## src/rtl/regfile_write_arbiter.sv

```systemverilog
// Register-file write port arbiter: zero-fills registers 1..N-1 after reset, then
// arbitrates CPU writeback against an external I/O writer with a starvation guard.
module regfile_write_arbiter #(
  parameter int DATA_WIDTH    = 32,
  parameter int ADDRESS_WIDTH = 5,
  parameter int STARVE_LIMIT  = 4
) (
  input  logic                     clk,
  input  logic                     rst,
  input  logic                     wb_we,
  input  logic [ADDRESS_WIDTH-1:0] wb_addr,
  input  logic [DATA_WIDTH-1:0]    wb_data,
  input  logic                     io_valid,
  input  logic [ADDRESS_WIDTH-1:0] io_addr,
  input  logic [DATA_WIDTH-1:0]    io_data,
  output logic                     io_ready,
  output logic                     cpu_stall,
  output logic                     busy,
  output logic                     we3,
  output logic [ADDRESS_WIDTH-1:0] ad3,
  output logic [DATA_WIDTH-1:0]    wd3
);

  localparam int WAIT_WIDTH = (STARVE_LIMIT < 1) ? 1 : $clog2(STARVE_LIMIT + 1);
  localparam logic [ADDRESS_WIDTH-1:0] LAST_ADDR = '1;
  localparam logic [WAIT_WIDTH-1:0]    WAIT_MAX  = WAIT_WIDTH'(STARVE_LIMIT);

  typedef enum logic {CLEAR, RUN} state_t;

  state_t                   state_reg, state_next;
  logic [ADDRESS_WIDTH-1:0] clear_cnt_reg, clear_cnt_next;
  logic [WAIT_WIDTH-1:0]    wait_reg, wait_next;
  logic                     busy_reg, busy_next;
  logic                     we3_reg, we3_next;
  logic [ADDRESS_WIDTH-1:0] ad3_reg, ad3_next;
  logic [DATA_WIDTH-1:0]    wd3_reg, wd3_next;

  logic wb_req, io_req, force_io, io_grant, wb_grant;

  always_ff @(posedge clk) begin
    if (rst) begin
      state_reg     <= CLEAR;
      clear_cnt_reg <= ADDRESS_WIDTH'(1);
      wait_reg      <= '0;
      busy_reg      <= 1'b1;
      we3_reg       <= 1'b0;
      ad3_reg       <= '0;
      wd3_reg       <= '0;
    end else begin
      state_reg     <= state_next;
      clear_cnt_reg <= clear_cnt_next;
      wait_reg      <= wait_next;
      busy_reg      <= busy_next;
      we3_reg       <= we3_next;
      ad3_reg       <= ad3_next;
      wd3_reg       <= wd3_next;
    end
  end

  always_comb begin
    state_next     = state_reg;
    clear_cnt_next = clear_cnt_reg;
    wait_next      = wait_reg;
    busy_next      = busy_reg;
    we3_next       = 1'b0;
    ad3_next       = ad3_reg;
    wd3_next       = wd3_reg;
    io_ready       = 1'b0;
    cpu_stall      = 1'b1;
    wb_req         = wb_we && (wb_addr != '0);
    io_req         = io_valid && (io_addr != '0);
    force_io       = 1'b0;
    io_grant       = 1'b0;
    wb_grant       = 1'b0;

    case (state_reg)
      CLEAR: begin
        // busy stays high through the cycle that shows the final clear write
        busy_next      = 1'b1;
        we3_next       = 1'b1;
        ad3_next       = clear_cnt_reg;
        wd3_next       = '0;
        clear_cnt_next = clear_cnt_reg + ADDRESS_WIDTH'(1);
        wait_next      = '0;
        if (clear_cnt_reg == LAST_ADDR) state_next = RUN;
      end
      RUN: begin
        busy_next = 1'b0;
        force_io  = io_req && (wait_reg == WAIT_MAX);
        io_grant  = io_req && (!wb_req || force_io);
        wb_grant  = wb_req && !force_io;
        // an x0 request is acknowledged immediately and simply discarded
        io_ready  = io_valid && ((io_addr == '0) || io_grant);
        cpu_stall = force_io;
        wait_next = (io_req && !io_grant) ? wait_reg + WAIT_WIDTH'(1) : '0;
        if (io_grant) begin
          we3_next = 1'b1;
          ad3_next = io_addr;
          wd3_next = io_data;
        end else if (wb_grant) begin
          we3_next = 1'b1;
          ad3_next = wb_addr;
          wd3_next = wb_data;
        end
      end
      default: state_next = CLEAR;
    endcase

    if (rst) begin
      io_ready  = 1'b0;
      cpu_stall = 1'b1;
    end
  end

  assign busy = busy_reg;
  assign we3  = we3_reg;
  assign ad3  = ad3_reg;
  assign wd3  = wd3_reg;

endmodule

```

## config.mk

```make
export PLATFORM = sky130hd
export DESIGN_NAME = regfile_write_arbiter
export DESIGN_NICKNAME = d
export VERILOG_FILES = /design/src/rtl/regfile_write_arbiter.sv
export SDC_FILE = /design/constraint.sdc
export NUM_CORES = 1
export LEC_CHECK = 0
export ABC_AREA = 0
export ABC_CLOCK_PERIOD_IN_PS = 2200
export CORE_MARGIN = 5
export CORE_UTILIZATION = 38
export DETAILED_ROUTE_END_ITERATION = 6
export PLACE_DENSITY = 0.8
export SLEW_MARGIN = 25
export SYNTH_ARGS = -nofsm -noshare
export SYNTH_HDL_FRONTEND = slang
export SYNTH_SLANG_ARGS = --single-unit
```

## constraint.sdc

```tcl
create_clock -name clk -period 2.2 [get_ports clk]
set_clock_uncertainty 0.1 [all_clocks]
set_input_delay 0.22 -clock clk [delete_from_list [all_inputs] [get_ports clk]]
set_output_delay 0.22 -clock clk [all_outputs]
set_load 0.03 [all_outputs]
```

==> results of run 1 <==
placed cells by master (no fill, tap or decap), drive strengths merged:
cell,instances
nor4,1
dfxtp,48
o21ba,1
mux2i,2
ha,4
a31oi,1
or4,1
clkdlybuf4s50,116
a22o,32
clkbuf,7
or3,1
a21oi,6
nand2,6
buf,16
or2,2
nand2b,6
xnor2,2
nor2b,1
nand4,3
a21bo,1
and3,2
o21ai,7
nor3,2
o41ai,1
a32oi,4
inv,5
nand3,1
xor2,2
a21o,32
nor2,16
kinds of logic after synthesis:
family | Yosys count | share of synthesized area, %
AO/OA/AOI/OAI | 85 | 32.5
flip-flops | 48 | 46.9
AND/OR/NAND/NOR | 42 | 10.6
buffers and inverters | 18 | 4.94
XOR/XNOR | 4 | 1.71
adder cells (fa/ha/maj) | 4 | 2.44
multiplexers | 2 | 0.976
routing by layer:
metal  share of wire, %  GRT usage, %
met4                1.9          5.99
met1                 43          20.5
met2                 49          31.0
met3                6.4          4.24
met5                  0             0
cell type report:
type,instances,area share [%]
Clock buffer,7,2.78
Inverter,5,0.541
Multi-Input combinational cell,137,28.8
Sequential cell,48,27.7
Tap cell,70,2.52
Timing Repair Buffer,132,37.6
per-stage QoR:
stage               setup TNS, ns  instance area [µm²]  setup WS (ns)  power, mW  util [%]
floorplan                       0                 2050          0.268      0.962         -
global placement            -2.80                 3360        -0.0892       1.13      65.0
detailed placement          -4.36                 3360         -0.146       1.13      65.0
CTS                             0                 3460         0.0230       1.70      67.0
global route                    0                 3470       0.000717       1.75      67.1
finish                          0                 3470         0.0451       1.68      67.1
worst max-delay path: cells and delay by family:
family	cells	cell delay [ns]
AND/OR/NAND/NOR	2	0.85
buffers and inverters	3	0.80
AO/OA/AOI/OAI	3	0.42
repair_timing:
action | 4_1_cts | 5_1_grt
pin swaps | 1 | 0
setup endpoints to repair | 1 | 2
gates cloned | 0 | 0
setup buffers | 1 | 0
resized for setup | 0 | 2
path summary, 6_finish.rpt:
| check | from | endpoint | slack (ns) | depth (start not counted) |
|---|---|---|---|---|
| max | io_addr[4] | wd3[1] | 0.05 | 8 |
| min | ad3[3] | ad3[3] | 0.36 | 2 |
| max reg2reg | wait_reg[0] | wd3[28] | 0.25 | 8 |
| min reg2reg | ad3[3] | ad3[3] | 0.36 | 2 |
power by group:
group / internal, mW / switching [mW]
registers: 0.881 / 0.0113
clock network: 0.280 / 0.283
logic: 0.156 / 0.0663
total: 1.32 / 0.360
==> summary.txt, run 1 <==
Final layout
  • Multi-input combinational cell area: 1000 µm²
  • Finished Layout Cells: 399
  • Final #Nets: 411
  • Max reg flops: 32
  • Number of inserted diodes: 0
  • Area delta synth->final: 69.2%
  • Reg area: 961 µm²
  • Share of cells above drive strength 1: 9.73%
  • Fillcell total: 414

Detailed routing
  • Via count: 2051
  • Remaining antenna violation count after routing: 0
  • Pre-antenna DRT Iters: 4
  • WL final: 6.22 mm
  • Avg WL per Cell: 15.6 µm
  • Initial DRC Count: 46
  • DRC: 0
  • Vias per cell: 5.14

STA
  • Setup violators final: 0
  • Max Fclk: 464 MHz
  • RSZ-0062 raised after global routing: false
  • Worst hold slack: 0.359 ns
  • Relative slew margins: 76.8%
  • Min Tclk post-route: 2.15 ns
  • Final hold vios: 0
  • Final Max Slew Viols: 0
  • Post-route clock period utilization: 98.0%
  • Worst Tran Pin Value: 0.346 ns

Logic synthesis
  • Async S/R FF share, synth: 0%
  • Synth area leaders: dfxtp_1 (47%), a22o_1 (14%), a21o_1 (12%)
  • Share of the synthesized area in the top cell type: 46.9%
  • Post-synth EDFFs: 0
  • Synth area leader: dfxtp_1
  • Post-synth top cells: dfxtp_1 (48), a21o_1 (32), a22o_1 (32)
  • Syn nets: 285
  • Top FF cell, synth: dfxtp_1
  • Mapped Area: 2050 µm²
  • Post-synthesis cell type count: 34
  • Synth Area per Inst: 10.1 µm²
  • Post-synthesis sequential area ratio: 46.9%
  • Post-synthesis sequential element count: 48
  • Synthesis warning total: 0
  • Post-Syn Instances: 203
  • Most common cell in the netlist: dfxtp_1

Worst setup path
  • WP data arrival: 2.29 ns
  • Max FO, Critical Path: 21
  • CP cell instances: clkdlybuf4s50_1 -> or4_4 -> o21ai_4 -> buf_4 -> and3_1 -> buf_12 -> a22o_1 -> a21o_1
  • Slowest cell on crit path: or4_4
  • Crit path kind: in2reg
  • Startpoint types: input pin
  • CP required: 2.34 ns
  • CP peak stage delay: 0.57 ns
  • Crit end category: flop

Clocking
  • CTS tree: built
  • H-tree depth: 2
  • CTS buffer count: 5
  • Clock root buffer master: clkbuf_8
  • Worst-skew pair later-pin latency: 0.29 ns
  • Hold_buf cts: 0
  • Worst-path clk slew: 0.09 ns
  • Clock Sinks: 48
  • Clock buffer depth: 2

Place
  • Inst Count DP: 391
  • Gpl congestion: 0.854
  • Dpl hpwl: 4.91 mm
  • # port buffers: 118

Power and ir drop
  • Leakage power: 1.58 nW
  • PD cells: 484 nW/µm²
  • VDD IR max: 0.250 mV

Global route
  • Vias in the first global route: 2016
  • Largest net degree at the start of global routing: 22
  • Total GRT Usage: 17.5%
  • Antenna violations before repair: 0
  • GRT Residual Overflow: 0
  • First-pass GRT wire length: 10.0 mm

Min path
  • Hold Path Class: reg2reg

Floorplanning
  • Row Count: 26
  • Die X: 83.5 µm
  • Die height: 83.5 µm
  • Die area: 6970 µm²
  • I/O pins: 119
  • Starting density of the core: 39.6%
  • Core area: 5170 µm²

Run status
  • Status: finished, final reports clean

Flow run
  • MaxCap Viol Count: 0
(Power assumes the default switching activity.)
==> inputs of run 2 (changes only) <==
Settings changed: ABC_CLOCK_PERIOD_IN_PS 2200 to 2300.
Clock period 2.2 ns to 2.3 ns, I/O delays scaled along.
==> run 2 against run 1 <==
- non-clock buffer count fell by 2
- die area stayed put
- sequential share of layout area up 0.17 points
- combinational power fell by 6%
- sequential power is 4.5% lower
- setup slack gained 0.0078 ns
- critical path depth fell by 3
- flip-flop and latch count is the same
- core utilization fell by 0.41 points
- register-to-register slack better by 0.11 ns
- first-iteration DRC count down 2.2%
- clock power is 6.6% lower
- critical path type is now in2out
==> summary.txt, run 2 (same netlist as run 1, synthesis figures left out) <==
Final layout
  • Post-route cell area: 3450 µm²
  • Final #Nets: 409
  • Most frequent cells in the layout: clkdlybuf4s50_1 (116), dfxtp_1 (48), a22o_1 (32), a21o_1 (32), nor2_1 (15)
  • Share of cells above drive strength 1: 8.87%
  • Finished Layout Cells: 397
  • Commonest non-fill, non-tap cell in the layout: clkdlybuf4s50_1
  • Area delta synth->final: 68.2%
  • Number of inserted diodes: 0
  • Max reg flops: 32
  • Final Core Density: 66.7%

STA
  • Final Max Slew Viols: 0
  • Worst hold slack: 0.355 ns
  • Post-route clock period utilization: 97.7%
  • Relative slew margins: 77.0%
  • Setup violators final: 0
  • Final hold vios: 0
  • Setup_tns: 0 ns
  • Worst Tran Pin Value: 0.344 ns
  • Min Tclk post-route: 2.25 ns
  • RSZ-0062 raised after global routing: false
  • Max Fclk: 445 MHz

Global route
  • GR peak layer: met2
  • Antenna violations before repair: 0
  • GRT Residual Overflow: 0
  • GR Util met3: 3.95%
  • Vias in the first global route: 1967
  • GR met2 Demand/Resource: 29.3%
  • First-pass GRT wire length: 9.59 mm
  • Largest net degree at the start of global routing: 22
  • GRT met1 Usage: 20.0%
  • Total GRT Usage: 16.6%

Place
  • Gpl congestion: 0.848
  • Dpl hpwl: 4.74 mm
  • Area after DPL: 3350 µm²
  • Inst Count DP: 390
  • # port buffers: 118

Detailed routing
  • Remaining antenna violation count after routing: 0
  • Pre-antenna DRT Iters: 4
  • Via count: 2000
  • Avg WL per Cell: 15.1 µm
  • Vias per cell: 5.04
  • WL final: 5.99 mm
  • Initial DRC Count: 45
  • DRC: 0

Clocking
  • Post-CTS Resized: 0
  • Clock buffer depth: 2
  • CTS buffer count: 5
  • Setup Fix Bufs, Post-CTS: 0
  • Hold_buf cts: 0
  • CTS tree: built
  • Clock root buffer master: clkbuf_8
  • H-tree depth: 2
  • Worst-path clk slew: 0.08 ns
  • Worst-skew pair later-pin latency: 0.28 ns
  • Clock Sinks: 48

Floorplanning
  • Die height: 83.5 µm
  • Die area: 6970 µm²
  • Die X: 83.5 µm
  • I/O pins: 119
  • Row Count: 26
  • Starting density of the core: 39.6%
  • Core area: 5170 µm²

Power and ir drop
  • VDD IR max: 0.402 mV
  • Reg power frac: 53.7%
  • Sw power: 0.329 mW
  • Leakage power: 1.57 nW
  • Clock power share: 33.1%
  • Pint: 1.26 mW
  • PD cells: 460 nW/µm²
  • Switching Share: 20.7%
  • Combinational fraction of design power: 13.1%

Worst setup path
  • Startpoint types: input pin
  • CP required: 1.97 ns
  • Flop2flop setup slack: 0.36 ns
  • WP data arrival: 1.92 ns
  • Crit end category: output port
  • Max FO, Critical Path: 3
  • Crit path kind: in2out

Min path
  • Hold Path Class: reg2reg

Flow run
  • MaxCap Viol Count: 0

Run status
  • Status: finished, final reports clean
run 2: cell count changes in the layout (fill, tap and decap cells not counted), sizes merged:
cell,before,now
buf,16,14
run 2: area by class of cell:
type / count / area (µm²)
Clock buffer: 7 / 96.3
Inverter: 5 / 18.8
Timing Repair Buffer: 130 / 1290
Tap cell: 70 / 87.6
Fill cell: 431 / 1720
Multi-Input combinational cell: 137 / 995
Sequential cell: 48 / 961
run 2: final timing paths:
| path | from | end | cells past startpoint |
|---|---|---|---|
| max | io_addr[1] | io_ready | 5 |
| min | wait_reg[0] | wait_reg[0] | 1 |
| max reg2reg | wait_reg[0] | wd3[7] | 8 |
| min reg2reg | wait_reg[0] | wait_reg[0] | 1 |
run 2: worst max-delay path, stage by stage:
cell and delay (ns):
clkdlybuf4s50_1 0.44, or4_4 0.54, or2_2 0.33, a21oi_1 0.18, buf_4 0.19
run 2: stage by stage:
step	total power, mW	setup slack [ns]
after floorplan	0.920	0.358
after global placement	1.08	0.00113
after detailed placement	1.08	-0.0539
after CTS	1.61	0.0643
after global routing	1.66	0.0175
final	1.59	0.0529
run 2: routing by layer:
metal	vias to the layer above	part of all wire [%]
met4	0	1.1
li1	993	-
met1	922	42
met2	79	50
met3	6	6.6
met5	-	0
run 2: power by group through the flow:
stage / Combinational (mW) / Sequential [mW] / Clock [mW]
floorplan: 0.0385 / 0.882 / 0
global placement: 0.208 / 0.873 / 0
detailed placement: 0.209 / 0.873 / 0
CTS: 0.210 / 0.854 / 0.551
global route: 0.224 / 0.856 / 0.580
finish: 0.209 / 0.853 / 0.526
==> edit 1: new RTL, settings of run 2 <==
`STARVE_LIMIT`: 4 -> 2.
--- a/src/rtl/regfile_write_arbiter.sv
+++ b/src/rtl/regfile_write_arbiter.sv
@@ -4,5 +4,5 @@
   parameter int DATA_WIDTH    = 32,
   parameter int ADDRESS_WIDTH = 5,
-  parameter int STARVE_LIMIT  = 4
+  parameter int STARVE_LIMIT  = 2
 ) (
   input  logic                     clk,
Formal check against the unedited RTL: same outputs for any inputs over 10 cycles, from zero or initial values and one cycle with rst high; that may be too few to reach the edited logic, so the function may still have changed.
==> edit 1 against run 2 <==
Wire length is 0.37% higher; sequential power is 2% lower; power is 14% higher; sequential cell count is 1 lower; maximum frequency is 1.3% higher; core utilization is 1.5 points lower; largest cell class unchanged; die area is 2.8% higher; largest power group unchanged; worst setup slack better by 0.029 ns; design area is 3.4% higher; via count is 3.7% higher; synthesized area is 3.2% higher; sequential share of layout area is 1.5 points lower.
==> edit 1: results (changes against run 2) <==
Worst Tran Pin Value -> 0.4167 ns (+0.07228 ns)
CLK BUF -> 6 (-1)
Post-place setup slack -> -0.1661 ns (-0.1122 ns)
Total Power -> 1815 µW (+14%)
Mapped Avg Cell Area -> 9.362 µm² (-7.3%)
DR iter-0 viols -> 87 (+93%)
GR Util met1 -> 18.91% (-1.1 points)
Metal3 WL -> 530 µm (+34%)
Leak Pwr -> 0.001360 µW (-13%)
Dpl cells -> 419 (+7.4%)
Slowest stage delay, CP -> 0.56 ns (+0.02 ns)
Net Count, Synth -> 307 (+7.7%)
Avg WL per Cell -> 14.07 µm (-6.7%)
Area after DPL -> 3437 µm² (+2.5%)
Area contributors post-synth -> dfxtp_1, mux2i_1, nand2_1, o21ai_1, buf_8
Final #Nets -> 435 (+6.4%)
Final cell count without fillers -> 427 (+7.6%)
Synth cell count leaders -> dfxtp_1, nand2_1, mux2i_1
Clock power frac -> 38.0% (+4.9 points)
Comb_multi_in -> 160 (+17%)
Vias in the first global route -> 2039 (+3.7%)
Global placement routability congestion -> 0.8788 (+3.7%)
Status -> finished, final reports clean
Post_cts resized -> 1 (+1)
Grt met2 use -> 28.83% (-0.47 points)
Sequential fraction of the synthesis area -> 44.47% (-2.4 points)
Area taken by multi-input logic gates -> 1047 µm² (+5.3%)
Inverters -> 6 (+1)
Nonclk buf count -> 134 (+3.1%)
Peak supply drop -> 428.1 µV (+6.4%)
Met1 WL -> 2.433 mm (-3.8%)
edit 1: cell types whose count changed in the layout (fill, tap and decap cells not counted), moves of 3 or more:
cell	delta
nor2_1	-7
mux2i_1	+32
o21ai_1	+26
a22o_1	-30
nand4_1	-3
o21ai_2	+3
a32oi_1	-4
a21o_1	-31
nand2b_1	-3
nand2_1	+34
edit 1: worst paths after layout:
kind / endpoint / slack, ns / depth (start not counted)
min reg2reg: wait_reg[0]$_SDFF_PP0_ / 0.34 / 1
min: wait_reg[0]$_SDFF_PP0_ / 0.34 / 1
max reg2reg: wd3[22]$_SDFFE_PP0P_ / 0.59 / 8
max: io_ready / 0.08 / 5
edit 1: cells by family after synthesis:
| logic type | after synthesis | synth area share, % |
|---|---|---|
| buffers and inverters | 19 | 6.032 |
| adders and majority gates | 3 | 1.774 |
| AOI/OAI and AO/OA | 54 | 15.73 |
| DFF | 47 | 44.47 |
| xor gates and xnor gates | 3 | 1.242 |
| and+or+nand+nor | 66 | 14.67 |
| muxes | 34 | 16.09 |
==> edit 2: new RTL, settings of run 2 <==
Made on the original files. `ad3_reg` and `wd3_reg` no longer have a reset.
--- a/src/rtl/regfile_write_arbiter.sv
+++ b/src/rtl/regfile_write_arbiter.sv
@@ -45,6 +45,4 @@
       busy_reg      <= 1'b1;
       we3_reg       <= 1'b0;
-      ad3_reg       <= '0;
-      wd3_reg       <= '0;
     end else begin
       state_reg     <= state_next;
@@ -53,7 +51,10 @@
       busy_reg      <= busy_next;
       we3_reg       <= we3_next;
-      ad3_reg       <= ad3_next;
-      wd3_reg       <= wd3_next;
     end
+  end
+
+  always_ff @(posedge clk) begin
+    ad3_reg <= ad3_next;
+    wd3_reg <= wd3_next;
   end
 
Formal check against the unedited RTL: differs if rst is asserted again (counterexample within 4 cycles, from zero or initial values and one cycle with rst high); with rst held inactive, the same outputs for 10 cycles.
==> edit 2 against run 2 <==
Synthesized area is 18% higher; via count is 1.3% lower; sequential cell count stayed put; cell count is 4.8% higher; sequential share of layout area is 7.4 points higher; maximum frequency is 0.20% lower; power is 5.5% higher; design area is 9.6% higher; worst setup slack worse by 0.0044 ns; sequential power is 11% higher; wire length is 2.0% higher; combinational power is 24% higher; global-route usage is 1.8 points lower; non-clock buffer count is 3 lower; critical path type unchanged; critical endpoint unchanged; largest cell class is now registers; largest power group unchanged; highest routed layer unchanged.
==> edit 2: results (changes against run 2) <==
Min Tclk post-route -> 2.252 ns (+0.004435 ns)
DR iter-0 viols -> 75 (+67%)
Final HPWL DP -> 4.782 mm (+0.79%)
Hold depth -> 1 (unchanged)
Setup Fix Bufs, Post-CTS -> 0 (unchanged)
Leak Pwr -> 0.001370 µW (-13%)
First-pass GRT wire length -> 9.922 mm (+3.5%)
Peak supply drop -> 235.3 µV (-42%)
Largest net degree at the start of global routing -> 87 (+300%)
Reg2Reg Launch Point -> state_reg$_SDFF_PP0_
Post-synthesis cell type count -> 26 (-24%)
R2R cell count -> 3 (-5)
H-tree levels -> 2 (unchanged)
Worst Tran Pin Value -> 0.7879 ns (+0.4435 ns)
Post_cts resized -> 1 (+1)
Global placement routability congestion -> 0.7801 (-8.0%)
Synth Flop Type -> edfxtp_1
Synth cell count leaders -> nand2_1, edfxtp_1, mux2i_1
Layout cells sized above 1 -> 6.785% (-2.1 points)
Final #Nets -> 421 (+2.9%)
Avg WL per Cell -> 14.67 µm (-2.7%)
Critical path fanouts, max -> 3 (unchanged)
Clock transition at path regs -> 0.08 ns (about the same)
Filler instances -> 529 (+23%)
Max reg flops -> 32 (unchanged)
HP Class -> reg -> reg
Net Count, Synth -> 299 (+4.9%)
Hold path endpoint -> wait_reg[0]$_SDFF_PP0_
FF-to-FF End -> wd3[24]$_SDFFCE_PN0P_
Num CTS Buffers -> 5 (unchanged)
Post-place setup slack -> -0.09329 ns (-0.03936 ns)
CP max stage cell -> or4_4
Initial antenna violation count -> 0 (unchanged)
Vias per cell -> 4.748 (-5.8%)
GRT Overall Usage -> 14.84% (-1.8 points)
Clock Latency Late Sink -> 0.29 ns
Status -> finished, final reports clean
Pre-Repair DR Iteration Count -> 4 (unchanged)
Delay-heaviest family, CP -> simple AND/OR/NAND/NOR gates
CTS Root Cell -> clkbuf_8
Ant. Diodes -> 0 (unchanged)
CTS max path bufs -> 2 (unchanged)
Slowest stage delay, CP -> 0.57 ns (+0.03 ns)
Async SR Flop Fraction -> 0% (unchanged)
IO buf count -> 118 (unchanged)
Arr. time, crit path -> 1.92 ns (about the same)
HP Start -> wait_reg[0]$_SDFF_PP0_
Vias in the first global route -> 2027 (+3.1%)
Worst reg-to-reg setup slack -> 0.56 ns (+0.20 ns)
Yosys warning count -> 0 (unchanged)
EDFF count, synth -> 37 (+37)
Area contributors post-synth -> edfxtp_1, mux2i_1, nand2_1, dfxtp_1, buf_12
Sequential fraction of the synthesis area -> 54.90% (+8.0 points)
Area after DPL -> 3705 µm² (+10%)
edit 2: stage by stage:
stage	util (%)	TNS, ns	total power [µW]	hold slack, ns	cells
6_report	60.24	0	1676	0.3554	416
2_1_floorplan	-	0	1056	0.1994	217
3_3_place_gp	59.02	-0.06267	1226	0.3281	409
4_1_cts	60.24	0	1693	0.3569	416
5_1_grt	60.24	0	1748	0.3743	416
3_5_place_dp	59.02	-0.4642	1231	0.3446	409
edit 2: layer usage:
| layer | global-route usage, % | vias to the layer above | part of all wire [%] |
|---|---|---|---|
| li1 | - | 998 | - |
| met1 | 17.72 | 909 | 42 |
| met2 | 26.52 | 62 | 52 |
| met3 | 3.589 | 6 | 5.3 |
| met4 | 3.970 | 0 | 1.3 |
| met5 | 0 | - | 0 |
edit 2: logic make-up after synthesis:
family	after synthesis	share of synthesized area (%)
AOI/OAI and AO/OA	11	3.819
and+or+nand+nor	97	18.01
xor gates and xnor gates	4	1.445
adders and majority gates	4	2.064
buffers and inverters	16	4.489
muxes	37	15.27
DFF	48	54.90
edit 2: layout make-up:
type | instances | area (µm²) | share of cell area (%)
Timing Repair Buffer | 127 | 1270 | 33.59
Tap cell | 77 | 96.34 | 2.548
Multi-Input combinational cell | 153 | 989.7 | 26.17
Clock inverter | 1 | 5.005 | 0.1324
Clock buffer | 6 | 72.57 | 1.919
Inverter | 4 | 15.01 | 0.3971
Sequential cell | 48 | 1333 | 35.24
edit 2: worst max path at each step:
stage | start | depth (start not counted) | to
floorplan | io_addr[1] | 3 | ad3[0]$_DFFE_PP_
global placement | io_addr[1] | 5 | cpu_stall
detailed placement | io_addr[1] | 5 | cpu_stall
CTS | wb_addr[0] | 6 | io_ready
global route | wb_addr[0] | 6 | io_ready
finish | wb_addr[0] | 6 | io_ready
edit 2: worst reg2reg max path, stage by stage (launching register included):
cell and delay [ns]:
dfxtp_2 0.33, buf_4 0.60, nand3_2 0.18, buf_4 0.28
edit 2: where the power goes:
group / switching, µW / internal [µW] / total, µW / leakage, µW
logic: 88.8 / 171 / 260 / 0.000785
registers: 11.4 / 937 / 949 / 0.000543
clock network: 260 / 207 / 467 / 0.0000410
